**src/rtl/adc108s102_emulator.sv**
```systemverilog
// Emulates the serial side of an ADC108S102: 8 channels, 10-bit results, SPI mode 3 framing.
// Define ADC_EMU_TRISTATE_EN to float dout while deselected or in reset; otherwise it is driven low.
module adc108s102_emulator #(
    parameter int SYNC_STAGES = 2
) (
    input  logic        clk,
    input  logic        rst_n,
    input  logic        cs_n,
    input  logic        sclk,
    input  logic        din,
    input  logic [79:0] ch_value,
    output logic        dout,
    output logic        frame_done,
    output logic        short_frame,
    output logic [2:0]  cur_addr
);

    // cs_n and sclk chains carry one extra flop holding the previous synchronized value
    logic [SYNC_STAGES:0]   cs_sync_q;
    logic [SYNC_STAGES:0]   sclk_sync_q;
    logic [SYNC_STAGES-1:0] din_sync_q;

    logic [4:0]  cnt_q, cnt_d;
    logic [15:0] shift_q, shift_d;
    logic [2:0]  cur_addr_q, cur_addr_d;
    logic [2:0]  next_addr_q, next_addr_d;
    logic        frame_done_q, frame_done_d;
    logic        short_frame_q, short_frame_d;

    logic        cs_s, cs_prev, sclk_s, sclk_prev, din_s;
    logic        cs_fall, cs_rise, sclk_rise, sclk_fall;
    logic [4:0]  cnt_inc;
    logic [15:0] load_word;
    logic [9:0]  ch_arr [8];

    generate
        for (genvar gi = 0; gi < 8; gi++) begin : g_ch
            assign ch_arr[gi] = ch_value[10*gi +: 10];
        end
    endgenerate

    assign cs_s      = cs_sync_q[SYNC_STAGES-1];
    assign cs_prev   = cs_sync_q[SYNC_STAGES];
    assign sclk_s    = sclk_sync_q[SYNC_STAGES-1];
    assign sclk_prev = sclk_sync_q[SYNC_STAGES];
    assign din_s     = din_sync_q[SYNC_STAGES-1];

    assign cs_fall   = cs_prev & ~cs_s;
    assign cs_rise   = ~cs_prev & cs_s;
    assign sclk_rise = ~sclk_prev & sclk_s;
    assign sclk_fall = sclk_prev & ~sclk_s;

    assign cnt_inc   = cnt_q + 5'd1;
    assign load_word = {4'b0000, ch_arr[cur_addr_q], 2'b00};

    always_ff @(posedge clk or negedge rst_n) begin
        if (!rst_n) begin
            cs_sync_q   <= '1;
            sclk_sync_q <= '1;
            din_sync_q  <= '0;
        end else begin
            cs_sync_q   <= {cs_sync_q[SYNC_STAGES-1:0], cs_n};
            sclk_sync_q <= {sclk_sync_q[SYNC_STAGES-1:0], sclk};
            din_sync_q  <= {din_sync_q[SYNC_STAGES-2:0], din};
        end
    end

    // cs_n rise wins over any sclk edge seen in the same cycle
    always_comb begin
        cnt_d         = cnt_q;
        shift_d       = shift_q;
        cur_addr_d    = cur_addr_q;
        next_addr_d   = next_addr_q;
        frame_done_d  = 1'b0;
        short_frame_d = 1'b0;
        if (cs_rise) begin
            if (cnt_q != 5'd0 && cnt_q != 5'd16) begin
                short_frame_d = 1'b1;
            end
            cnt_d = 5'd0;
        end else if (cs_fall) begin
            cnt_d   = 5'd0;
            shift_d = load_word;
        end else if (!cs_s) begin
            if (sclk_rise && cnt_q != 5'd16) begin
                cnt_d = cnt_inc;
                case (cnt_inc)
                    5'd3:    next_addr_d[2] = din_s;
                    5'd4:    next_addr_d[1] = din_s;
                    5'd5:    next_addr_d[0] = din_s;
                    default: ;
                endcase
                if (cnt_inc == 5'd16) begin
                    frame_done_d = 1'b1;
                    cur_addr_d   = next_addr_q;
                end
            end else if (sclk_fall) begin
                // The falling edge ahead of the first rising edge keeps the MSB on the line
                if (cnt_q == 5'd16) begin
                    cnt_d   = 5'd0;
                    shift_d = load_word;
                end else if (cnt_q != 5'd0) begin
                    shift_d = {shift_q[14:0], 1'b0};
                end
            end
        end
    end

    always_ff @(posedge clk or negedge rst_n) begin
        if (!rst_n) begin
            cnt_q         <= '0;
            shift_q       <= '0;
            cur_addr_q    <= '0;
            next_addr_q   <= '0;
            frame_done_q  <= 1'b0;
            short_frame_q <= 1'b0;
        end else begin
            cnt_q         <= cnt_d;
            shift_q       <= shift_d;
            cur_addr_q    <= cur_addr_d;
            next_addr_q   <= next_addr_d;
            frame_done_q  <= frame_done_d;
            short_frame_q <= short_frame_d;
        end
    end

    assign frame_done  = frame_done_q;
    assign short_frame = short_frame_q;
    assign cur_addr    = cur_addr_q;

`ifdef ADC_EMU_TRISTATE_EN
    assign dout = (!rst_n || cs_s) ? 1'bz : shift_q[15];
`else
    assign dout = (!rst_n || cs_s) ? 1'b0 : shift_q[15];
`endif

endmodule
```
**config.mk**
```make
export PLATFORM = sky130hd
export DESIGN_NAME = adc108s102_emulator
export DESIGN_NICKNAME = d
export VERILOG_FILES = /design/src/rtl/adc108s102_emulator.sv
export SDC_FILE = /design/constraint.sdc
export NUM_CORES = 1
export LEC_CHECK = 0
export CAP_MARGIN = 10
export CORE_UTILIZATION = 46
export CTS_BUF_LIST = sky130_fd_sc_hd__clkbuf_16
export DETAILED_ROUTE_END_ITERATION = 6
export PLACE_DENSITY = 0.86
export SLEW_MARGIN = 20
export SYNTH_ARGS = -nofsm -noshare
export SYNTH_HDL_FRONTEND = slang
export SYNTH_SLANG_ARGS = --single-unit
```
**constraint.sdc**
```tcl
create_clock -name clk -period 4.49 [get_ports clk]
set_input_delay 0.449 -clock clk [delete_from_list [all_inputs] [get_ports clk]]
set_output_delay 0.449 -clock clk [all_outputs]
set_load 0.03 [all_outputs]
```
Word-level counts from Yosys, hierarchy flattened
Cells that the tools add are included.
- add/sub/neg operators: 1
- bitwise gates (word level): 11
- muxes and demuxes: 23
- eq/ne operators: 9
- reductions and logical operators: 15
- order comparisons: 1
- operators by type and width (cell ; count):
    $mux 16 ; 6
    $bmux 10 s3 ; 1
    $mux 5 ; 6
    $reduce_and 5->1 ; 5
    $mux 10 ; 2
    $eq 5x3->1 const B ; 2
    $eq 5x5->1 const B ; 2
    $mux 1 ; 8
    $reduce_bool 4->1 ; 2
    $not 1->1 ; 6
    $add 5x1->5 const B ; 1
    $eq 5x2->1 const B ; 1
    $ne 5x5->1 const B ; 1
    $reduce_bool 5->1 ; 1
    $and 1x1->1 ; 4
    $ge 4x4->1 const B ; 1
    $not 3->4 ; 1
    $ne 3x1->1 const B ; 1
    $reduce_and 3->1 ; 1
    $reduce_bool 3->1 ; 1
    $logic_and 1x1->1 ; 2
    $ne 2x1->1 const B ; 1
    $ne 2x2->1 const B ; 1
    $reduce_bool 2->1 ; 1
    other kinds (2) ; 2
- output and inout port bits: 6
- logic and storage cells: 71
- register bits after elaboration: 37

Depth between registers and ports, before layout
- depth after elaboration: 9
- mapped depth: 8
- gate-level depth less buffers: 7

Worst setup path before layout
OpenSTA, ideal clock, no wires.
- path kind: reg2reg
- start: register cs_sync_q[1]
- end: register cnt_q[3]
- clock period less this slack: 2.162 ns
- library setup time: 0.087 ns
- arrival time: 2.075 ns
- path slack: 2.328 ns
- path buffers: 1
- stages on the path, launching flop included: 7
- path through: dfstp_2 > inv_1 > ha_1 > or4_1 > buf_2 > or4_1 > o211ai_1
- word-level cells in the longest chain between the ends: 4
- RTL lines (element ; line ; text):
    start: declaration ; 19 ; logic [SYNC_STAGES:0] cs_sync_q;
    start signal: assignment ; 62 ; cs_sync_q <= {cs_sync_q[SYNC_STAGES-1:0], cs_n};
    $not 1->1 (no source line) ; - ;
    $and 1x1->1 ; 48 ; assign cs_fall = cs_prev & ~cs_s;
    $ne 3x1->1 (no source line) (tied with other cells) ; - ;
    $reduce_and 3->1 (no source line) or $mux 5 (tied branches) ; - ;
    end signal: assignment ; 118 ; cnt_q <= cnt_d;
    end: declaration ; 23 ; logic [4:0] cnt_q, cnt_d;
Several ways; a longest one is shown, not always the timed one.
A chain may end at the register's enable or synchronous reset.

Worst setup path after layout
- start: input rst_n
- end: output dout
- word-level cells in the longest chain between the ends: 3
- RTL lines (element ; line ; text):
    start: declaration ; 7 ; input logic rst_n,
    $logic_not 1->1 ; 134 ; assign dout = (!rst_n || cs_s) ? 1'b0 : shift_q[15];
    $logic_or 1x1->1 ; 134 ;
    $mux 1 ; 134 ;
    end: declaration ; 12 ; output logic dout,
No other way between the ends.

==> summary.md <==
| Metric | Value |
|---|---|
| Vias in the first global route | 1924 |
| TNS Setup | 0 ns |
| CTS tree | built |
| Arrival time at the worst endpoint | 2.18 ns |
| Worst reg2reg path depth | 6 |
| Die Y | 70.6 um |
| Hold WC Path Type | reg2reg |
| Initial Util | 48.6% |
| Drt wl/cell | 18.7 um |
| Yosys top cell by area | dfrtp_1 |
| CTS resizes | 0 |
| Logic pwr share | 19.1% |
| Leak | 1.24 nW |
| Die Span X | 70.6 um |
| Peak VDD IR | 0.176 mV |
| Failing checks | design-rule violations |
| Hold depth | 0 |
| Skew-Pair Late Insertion Delay | 0.28 ns |
| Total power | 963 uW |
| RSZ-0062 raised after global routing | no |
| Largest net degree at the start of global routing | 37 |
| Routability cong. | 0.832 |
| I/O Pins | 91 |
| Post-Syn Area per Cell | 12.0 sq um |
| Routed Wire Length | 6020 um |
| Post-CTS Hold Buffers | 0 |
| # port buffers | 90 |
| Critical R2R Capture | cnt_q[3] |
| Post-synthesis sequential area ratio | 40.9% |
| Setup crit start kind | primary input |
| Pint | 740 uW |
| Final nets | 361 |
| Slew @ Worst Pin | 0.902 ns |
| Fill cells | 301 |
| Period Utilization, post-route | 58.6% |
| Number of CTS-inserted buffers | 5 |
| First-pass GRT wire length | 9540 um |
| Placed cells | 314 |
| Antenna violations before repair | 0 |
| Status | finished, violations left |
| Psw | 223 uW |
| Max FO, Critical Path | 36 |
| Detail Route Antenna Nets | 0 |
| Cell Count, Final, Fillers Out | 322 |
| First DRT Iteration DRCs | 223 |
| Fin. Hold Viols | 0 |
| CP Class | in2out |
| Final setup vio count | 0 |
| Die area | 0.00498 sq mm |
| Final critical-path required period | 2.63 ns |
| Post-synthesis net count | 272 |
| Layout cells sized above 1 | 17.0% |
| Core footprint | 0.00444 sq mm |
| Flop2flop setup slack | 2.11 ns |
| Worst r2r src | cnt_q[0] |
| HPWL Detailed | 4610 um |
| Crit end category | output pin |
| Post CTS Setup Buffer Count | 0 |
| Reg clk slew, reported paths | 0.05 ns |
| Pins over their slew limit | 0 |
| Total Routing Usage GR | 25.6% |
| Synth Cell Area | 0.00216 sq mm |
| Post-Synthesis Cells | 180 |
| Area contributors post-synth | dfrtp_1, mux4_2, dfstp_2 |
| Yosys top cell area share | 33.6% |
| Worst Skew | 0.00476 ns |
| Hold path startpoint | din_sync_q[0] |
| Sequential power share | 41.0% |
| # DRC | 2 |
| Register bit count reported by yosys | 35 |
| Max_cap viols | 0 |
| Power density over the cells | 295 mW/mm^2 |
| Layout Area Growth over Synthesis | 51.0% |
| Rel. slew slack | 39.5% |
| CP required | 4.04 ns |
| CTS H-tree depth | 2 |
| CTS sink count | 35 |
| Post-synthesis cell type count | 36 |
| Root Driver | clkbuf_16 |
| Yosys warns | 0 |
| # rows | 24 |
| Diodes inserted | 0 |
| Vias | 1872 |
| Grt total ovfl | 0 |
| Vias per std cell | 5.81 |
| Clock network fraction of total power | 39.9% |
| First-pass iteration count of the detailed router | 6 |
| Max clock buf depth | 2 |
| Peak Freq | 380 MHz |
| Sw Share | 23.1% |
| Hold Path Sink | din_sync_q[1] |
-- worst max path at each step --
stage                      start        to  slack [ns]  depth (start not counted)
global route               rst_n      dout        1.73                          4
global placement           rst_n      dout        1.84                          4
CTS                        rst_n      dout        1.82                          4
floorplan           cs_sync_q[1]  cnt_q[3]        2.33                          6
detailed placement         rst_n      dout        1.83                          4
finish                     rst_n      dout        1.86                          4
-- Yosys cell counts (all sizes together) --
cell,count
dfrtp,29
mux4,20
a21oi,11
inv,11
mux2i,10
nand2,9
nand3,9
o22ai,9
buf,7
ha,7
nor2,7
o21ai,7
dfstp,6
mux2,6
clkbuf,4
nor3b,3
or4,3
nand2b,2
nand3b,2
nor2b,2
nor4b,2
o2111ai,2
xnor2,2
a311oi,1
a31o,1
and3,1
and4bb,1
nor3,1
o211ai,1
o21bai,1
o31ai,1
o32ai,1
or3,1
-- flip-flops by register name (all words and copies together) (netlist names) --
signal / cells
cs_sync_q: 3
shift_q: 14
cnt_q: 5
din_sync_q: 2
next_addr_q: 3
sclk_sync_q: 3
frame_done: 1
cur_addr: 3
short_frame: 1
-- per-stage QoR --
stage	instance area [sq um]	utilization [%]	setup slack (ns)	hold slack [ns]
after floorplan	2160	-	2.33	0.153
after global placement	3100	69.7	1.84	0.332
after detailed placement	3100	69.7	1.83	0.335
after CTS	3260	73.4	1.82	0.347
after global routing	3260	73.5	1.73	0.358
final	3260	73.5	1.86	0.347
-- area by class of cell --
cell class / instances / area [sq um] / share of cell area (%)
well taps: 52 / 65.1 / 1.99
clock inverters: 3 / 38.8 / 1.19
repair buffers: 93 / 923 / 28.3
multi-input cells: 123 / 1190 / 36.4
inverters: 11 / 41.3 / 1.26
clock buffers: 5 / 125 / 3.83
flip-flops and latches: 35 / 883 / 27.1
-- logic make-up (layout without fill, tap and decap cells) --
logic type / after synthesis / in the layout / synth area share (%)
and+or+nand+nor: 43 / 43 / 11.5
muxes: 36 / 36 / 28.6
AOI/OAI and AO/OA: 35 / 35 / 9.84
DFF: 35 / 35 / 40.9
buffers and inverters: 22 / 112 / 4.40
adders and majority gates: 7 / 7 / 4.05
xor gates and xnor gates: 2 / 2 / 0.810
-- power groups by stage --
stage | Combinational [mW] | Sequential (mW) | Clock, mW
floorplan | 0.0821 | 0.390 | 0
global placement | 0.173 | 0.396 | 0
global route | 0.199 | 0.401 | 0.404
CTS | 0.183 | 0.394 | 0.390
detailed placement | 0.181 | 0.398 | 0
finish | 0.183 | 0.395 | 0.384
-- per-layer routing --
layer  GRT usage [%]  wire [um]
met4            8.67         82
met3            4.84        315
met5               0          0
met2            41.5       3190
met1            35.1       2430
-- layout by cell type (no fill, tap or decap), drive strengths merged, types with 2 or more instances in the layout --
master / synthesis / layout
clkbuf: 4 / 5
inv: 11 / 11
mux4: 20 / 20
nand3: 9 / 9
nor3b: 3 / 3
nand2b: 2 / 2
or4: 3 / 3
xnor2: 2 / 2
o21ai: 7 / 7
nor2: 7 / 7
nand2: 9 / 9
clkinv: 0 / 2
dfstp: 6 / 6
buf: 7 / 3
nand3b: 2 / 2
o2111ai: 2 / 2
a21oi: 11 / 11
nor4b: 2 / 2
mux2: 6 / 6
clkdlybuf4s50: 0 / 90
dfrtp: 29 / 29
ha: 7 / 7
o22ai: 9 / 9
nor2b: 2 / 2
mux2i: 10 / 10
-- critical path, stage by stage --
cell	delay, ns
clkdlybuf4s50_1	0.46
buf_4	0.39
and3_1	0.22
clkdlybuf4s50_1	0.66
Power figures use the tool's default switching activity.
==> variant 1 (same flow settings) <==
Reset style: synchronous (`rst_n`), changed in 2 clocked blocks.
--- a/src/rtl/adc108s102_emulator.sv
+++ b/src/rtl/adc108s102_emulator.sv
@@ -54,5 +54,5 @@
     assign load_word = {4'b0000, ch_arr[cur_addr_q], 2'b00};
 
-    always_ff @(posedge clk or negedge rst_n) begin
+    always_ff @(posedge clk) begin
         if (!rst_n) begin
             cs_sync_q   <= '1;
@@ -107,5 +107,5 @@
     end
 
-    always_ff @(posedge clk or negedge rst_n) begin
+    always_ff @(posedge clk) begin
         if (!rst_n) begin
             cnt_q         <= '0;
Behaviour: differs if rst_n is asserted again (counterexample within 10 cycles, from zero or initial values and one cycle with rst_n low); with rst_n held inactive, the same outputs for 10 cycles.
==> variant 1 against the unedited design <==
  * Clock skew decreased by 0.00096 ns
  * Sequential cell count unchanged
  * Fmax increased by 5.0%
  * Setup slack improved by 0.12 ns
  * Global-route usage decreased by 0.49 points
  * Count of clock-buffer cells in the layout unchanged
  * Core utilization decreased by 3.3 points
  * Final area increased by 3.5%
  * Area after synthesis increased by 8.2%
  * Wire length increased by 16%
  * Total power decreased by 22%
  * Critical path type unchanged
  * Largest cell class unchanged
  * Largest power group is now clock
==> variant 1: results (changes against the unedited design) <==
status=finished clean; Lkg Pwr=1.08 nW (-13%); biggest regs=shift_q: 14 flops, cnt_q: 5 flops; met2 WL=3120 µm (-2.2%); clk slew on worst S/H paths=0.05 ns (about the same); Placer Congestion=0.849 (+2.0%); hold_sp=sclk_sync_q[0]$_SDFF_PN1_; H-tree depth=2 (unchanged); Slew headroom=0.532 (+0.137); Synth Flop Type=dfxtp_1; maximum VDD drop=304 µV (+73%); number of enable flip-flop cells after synthesis=0 (unchanged); clk_lat worst skew=0.28 ns (about the same); layout cell share with drive strength beyond 1=0.0669 (-0.104); Commonest cells post-synth=mux2i_1 (40), dfxtp_1 (35), o22ai_1 (20); Root Driver=clkbuf_16; 1st-pass router iterations=4 (-2); HPWL after detailed placement=5280 µm (+15%); largest net degree at the start of global routing=35 (-5.4%); Port Buffer Count=90 (unchanged); Syn Nets=354 (+30%); Clock Skews=0.00381 ns (-0.000955 ns); Area contributors post-synth=dfxtp_1 (30%), mux2i_1 (17%), o22ai_1 (5.4%); largest reg by FF count=shift_q; routed wire length=7010 µm (+16%); crit-path max FO=34 (-5.6%); n_diodes=0 (unchanged); antenna violation net count after detailed routing=0 (unchanged); initial antenna violation count=0 (unchanged); GR Util All Layers=0.251 (-0.00488); DR iter-0 viols=110 (-51%); r2r worst-path depth=6 (unchanged); WHS Path Cells=1 (+1); first-pass GRT wire length=10,200 µm (+7.2%); number of distinct library cells after synthesis=47 (+31%); met3 wire len=488 µm (+55%); vias in the first global route=2,053 (+6.7%); reg-to-reg endpoint=shift_q[6]$_SDFFE_PN0P_; vias per cell=5.67 (-2.4%); Max stage delay on crit path=about 0.67 ns; synth warn=0 (unchanged); FFs w/ async S/R, synth=0 (-1.00); launching point of the worst reg2reg path=cnt_q[0]$_SDFFE_PP0P_; Placed Area=3250 µm² (+4.8%); fin nets=435 (+20%); reg-to-reg slack, setup=around 2.1 ns; Hold EP=sclk_sync_q[1]$_SDFF_PN1_; Crit-path slowest cell=clkdlybuf4s50_1; class of the worst hold path=register to register; Post-CTS Setup Bufs=0 (unchanged); Fill cells=391 (+30%); sequential element share of the synthesized area=0.300 (-0.109); routed length on met1=3270 µm (+34%)
==> variant 1: metrics by stage <==
stage                     power (mW)  cells  hold WS [ns]  worst slack (ns)   util
after floorplan                0.358    263         0.386              2.61      -
after global placement         0.435    404         0.394              2.01  0.674
after detailed placement       0.438    404         0.402              1.99  0.674
after CTS                      0.755    411         0.414              1.98  0.702
after global routing           0.777    411         0.431              1.92  0.702
final                          0.751    411         0.407              1.98  0.702
==> variant 1: report_power, final <==
part	switching, mW	internal, mW	leakage [nW]
Combinational	0.0354	0.0803	0.729
Clock	0.120	0.199	0.0671
Sequential	0.00236	0.314	0.283
==> variant 1: cells by family after synthesis <==
logic type | share of synthesized area
xor gates and xnor gates | 0.0112
adders and majority gates | 0.0321
buffers and inverters | 0.0556
AOI/OAI and AO/OA | 0.212
and+or+nand+nor | 0.194
muxes | 0.195
DFF | 0.300
==> variant 1: per-layer routing <==
layer,vias up,global-route usage
met5,-,0
met4,0,0.0855
met3,10,0.0576
met2,78,0.379
met1,1085,0.353
li1,1158,-
==> variant 1: area by class of cell <==
cell class	count	area, µm²	area share
Clock inverter	2	8.76	0.00259
Clock buffer	5	125	0.0370
Timing Repair Buffer	94	931	0.275
Sequential cell	35	701	0.207
Tap cell	67	83.8	0.0248
Inverter	6	22.5	0.00666
Multi-Input combinational cell	202	1510	0.446
==> variant 1: worst max-delay path, delay by kind of cell <==
kind,cells,cell delay (ns)
buffers and inverters,3,1.40
AND/OR/NAND/NOR,1,0.21
==> variant 1: how the worst max path moves through the flow <==
stage	start	to	slack (ns)	cells after the start
4_1_cts	rst_n	dout	1.98	4
2_1_floorplan	cs_sync_q[1]$_SDFF_PN1_	shift_q[14]$_SDFFE_PN0P_	2.61	7
6_report	rst_n	dout	1.98	4
5_1_grt	rst_n	dout	1.92	4
3_5_place_dp	rst_n	dout	1.99	4
3_3_place_gp	rst_n	dout	2.01	4
==> variant 2 (same settings) <==
Without the edit above. Set the parameter `SYNC_STAGES` to 4 (it was 2).
--- a/src/rtl/adc108s102_emulator.sv
+++ b/src/rtl/adc108s102_emulator.sv
@@ -2,5 +2,5 @@
 // Define ADC_EMU_TRISTATE_EN to float dout while deselected or in reset; otherwise it is driven low.
 module adc108s102_emulator #(
-    parameter int SYNC_STAGES = 2
+    parameter int SYNC_STAGES = 4
 ) (
     input  logic        clk,
Check against the original RTL: not equivalent (a bounded check fails within 10 cycles, from zero or initial values and one cycle with rst_n low).
==> variant 2 against the unedited design <==
  * Wire length grew 1.8%
  * Sequential cell count is 6 higher
  * Die area grew 7.8%
  * Total power rose by 9.3%
  * Setup slack better by 0.024 ns
  * Non-clock buffer count decreased by 1
  * Area after synthesis grew 8.0%
  * Final area increased by 5.4%
  * Largest power group unchanged
==> variant 2: results (changes against the unedited design) <==
Cell Int Power=808 µW (+9.2%); Clk pwr share=0.368 (-0.031); GR Util All Layers=0.240 (-0.0163); DR iter-0 viols=110 (-51%); FFs w/ async S/R, synth=1.00 (unchanged); met3 wire len=200 µm (-37%); sequential element share of the synthesized area=0.445 (+0.0362); met2 WL=3330 µm (+4.4%); post-synthesis mux area share=0.265 (-0.0211); Worst Setup End Kind=register; Area contributors post-synth=dfrtp_1 (33%), mux4_2 (19%), dfstp_2 (11%); Worst setup startpoint=cs_sync_q[3]$_DFF_PN1_; Placer Congestion=0.731 (-12%); largest reg by FF count=shift_q; Wirelength per Cell=17.4 µm (-6.9%); DR top layer=met4; layout cell share with drive strength beyond 1=0.179 (+0.00858); Via Count=1,848 (-1.3%); Synth Flop Type=dfrtp_1; 1st-pass router iterations=4 (-2); Synth Area in XOR/XNOR=0.0150 (+0.00690); Clock Skews=0.00403 ns (-0.000727 ns); Root Driver=clkbuf_16; Synth Area in Adders=0.0375 (-0.00300); routed length on met1=2530 µm (+3.8%); Worst-Margin Slew=0.982 ns (+0.0807 ns); status=finished clean; first-pass GRT wire length=9400 µm (-1.4%); Lkg Pwr=1.36 nW (+10%); gr busiest metal=met2; maximum VDD drop=263 µV (+50%); clk_lat worst skew=around 0.27 ns; reg-to-reg slack, setup=1.88 ns (-0.23 ns); clock buffer count from CTS=5 (unchanged); met1 usage in global routing=0.308 (-0.0433); r2r worst-path depth=5 (-1); Port Buffer Count=90 (unchanged); comb pwr=194 µW (+6%); Post-CTS Setup Bufs=0 (unchanged); number of distinct library cells after synthesis=33 (-8.3%); worst hold slack=0.286 ns (-0.0603 ns); largest net degree at the start of global routing=43 (+16%); HPWL after detailed placement=4720 µm (+2.4%); crit-path max FO=28 (-22%); WP data arrival=2.71 ns (+0.53 ns); fin nets=376 (+4.2%); vias in the first global route=1,913 (-0.57%); reg-to-reg endpoint=shift_q[6]$_DFFE_PN0P_; class of the worst hold path=input port to async pin; Commonest cells post-synth=nand2_1 (32), dfrtp_1 (31), o21ai_0 (27); initial antenna violation count=0 (unchanged); clk slew on worst S/H paths=approximately 0.060 ns; synth warn=0 (unchanged); post-synthesis compound-gate area fraction=0.0938 (-0.00460); met3 GRT Util=0.0456 (-0.00285); clock tree buffer depth=2 (unchanged); met2 usage=0.412 (-0.00380); Syn Nets=288 (+5.9%)
variant 2: critical path, cell delays in order (launching register included):
cell and delay [ns]:
dfstp_2 0.62, inv_1 0.08, ha_1 0.27, a21o_1 0.36
o221ai_2 0.85, o21ai_0 0.25
variant 2: layout make-up:
type | count | area [µm²]
clock buffers | 5 | 125
well taps | 67 | 83.8
multi-input cells | 133 | 1200
clock inverters | 3 | 37.5
fillers | 351 | 1380
flip-flops and latches | 41 | 1040
inverters | 11 | 41.3
repair buffers | 92 | 911
variant 2: metrics by stage:
stage | utilization | cell area (µm²) | setup WS [ns] | total power, mW | instances
after floorplan | - | 2330 | 2.46 | 0.559 | 196
after global placement | 0.681 | 3280 | 1.96 | 0.656 | 344
after detailed placement | 0.681 | 3280 | 1.91 | 0.668 | 344
after CTS | 0.714 | 3440 | 1.89 | 1.06 | 352
after global routing | 0.714 | 3440 | 1.59 | 1.12 | 352
final | 0.714 | 3440 | 1.88 | 1.05 | 352
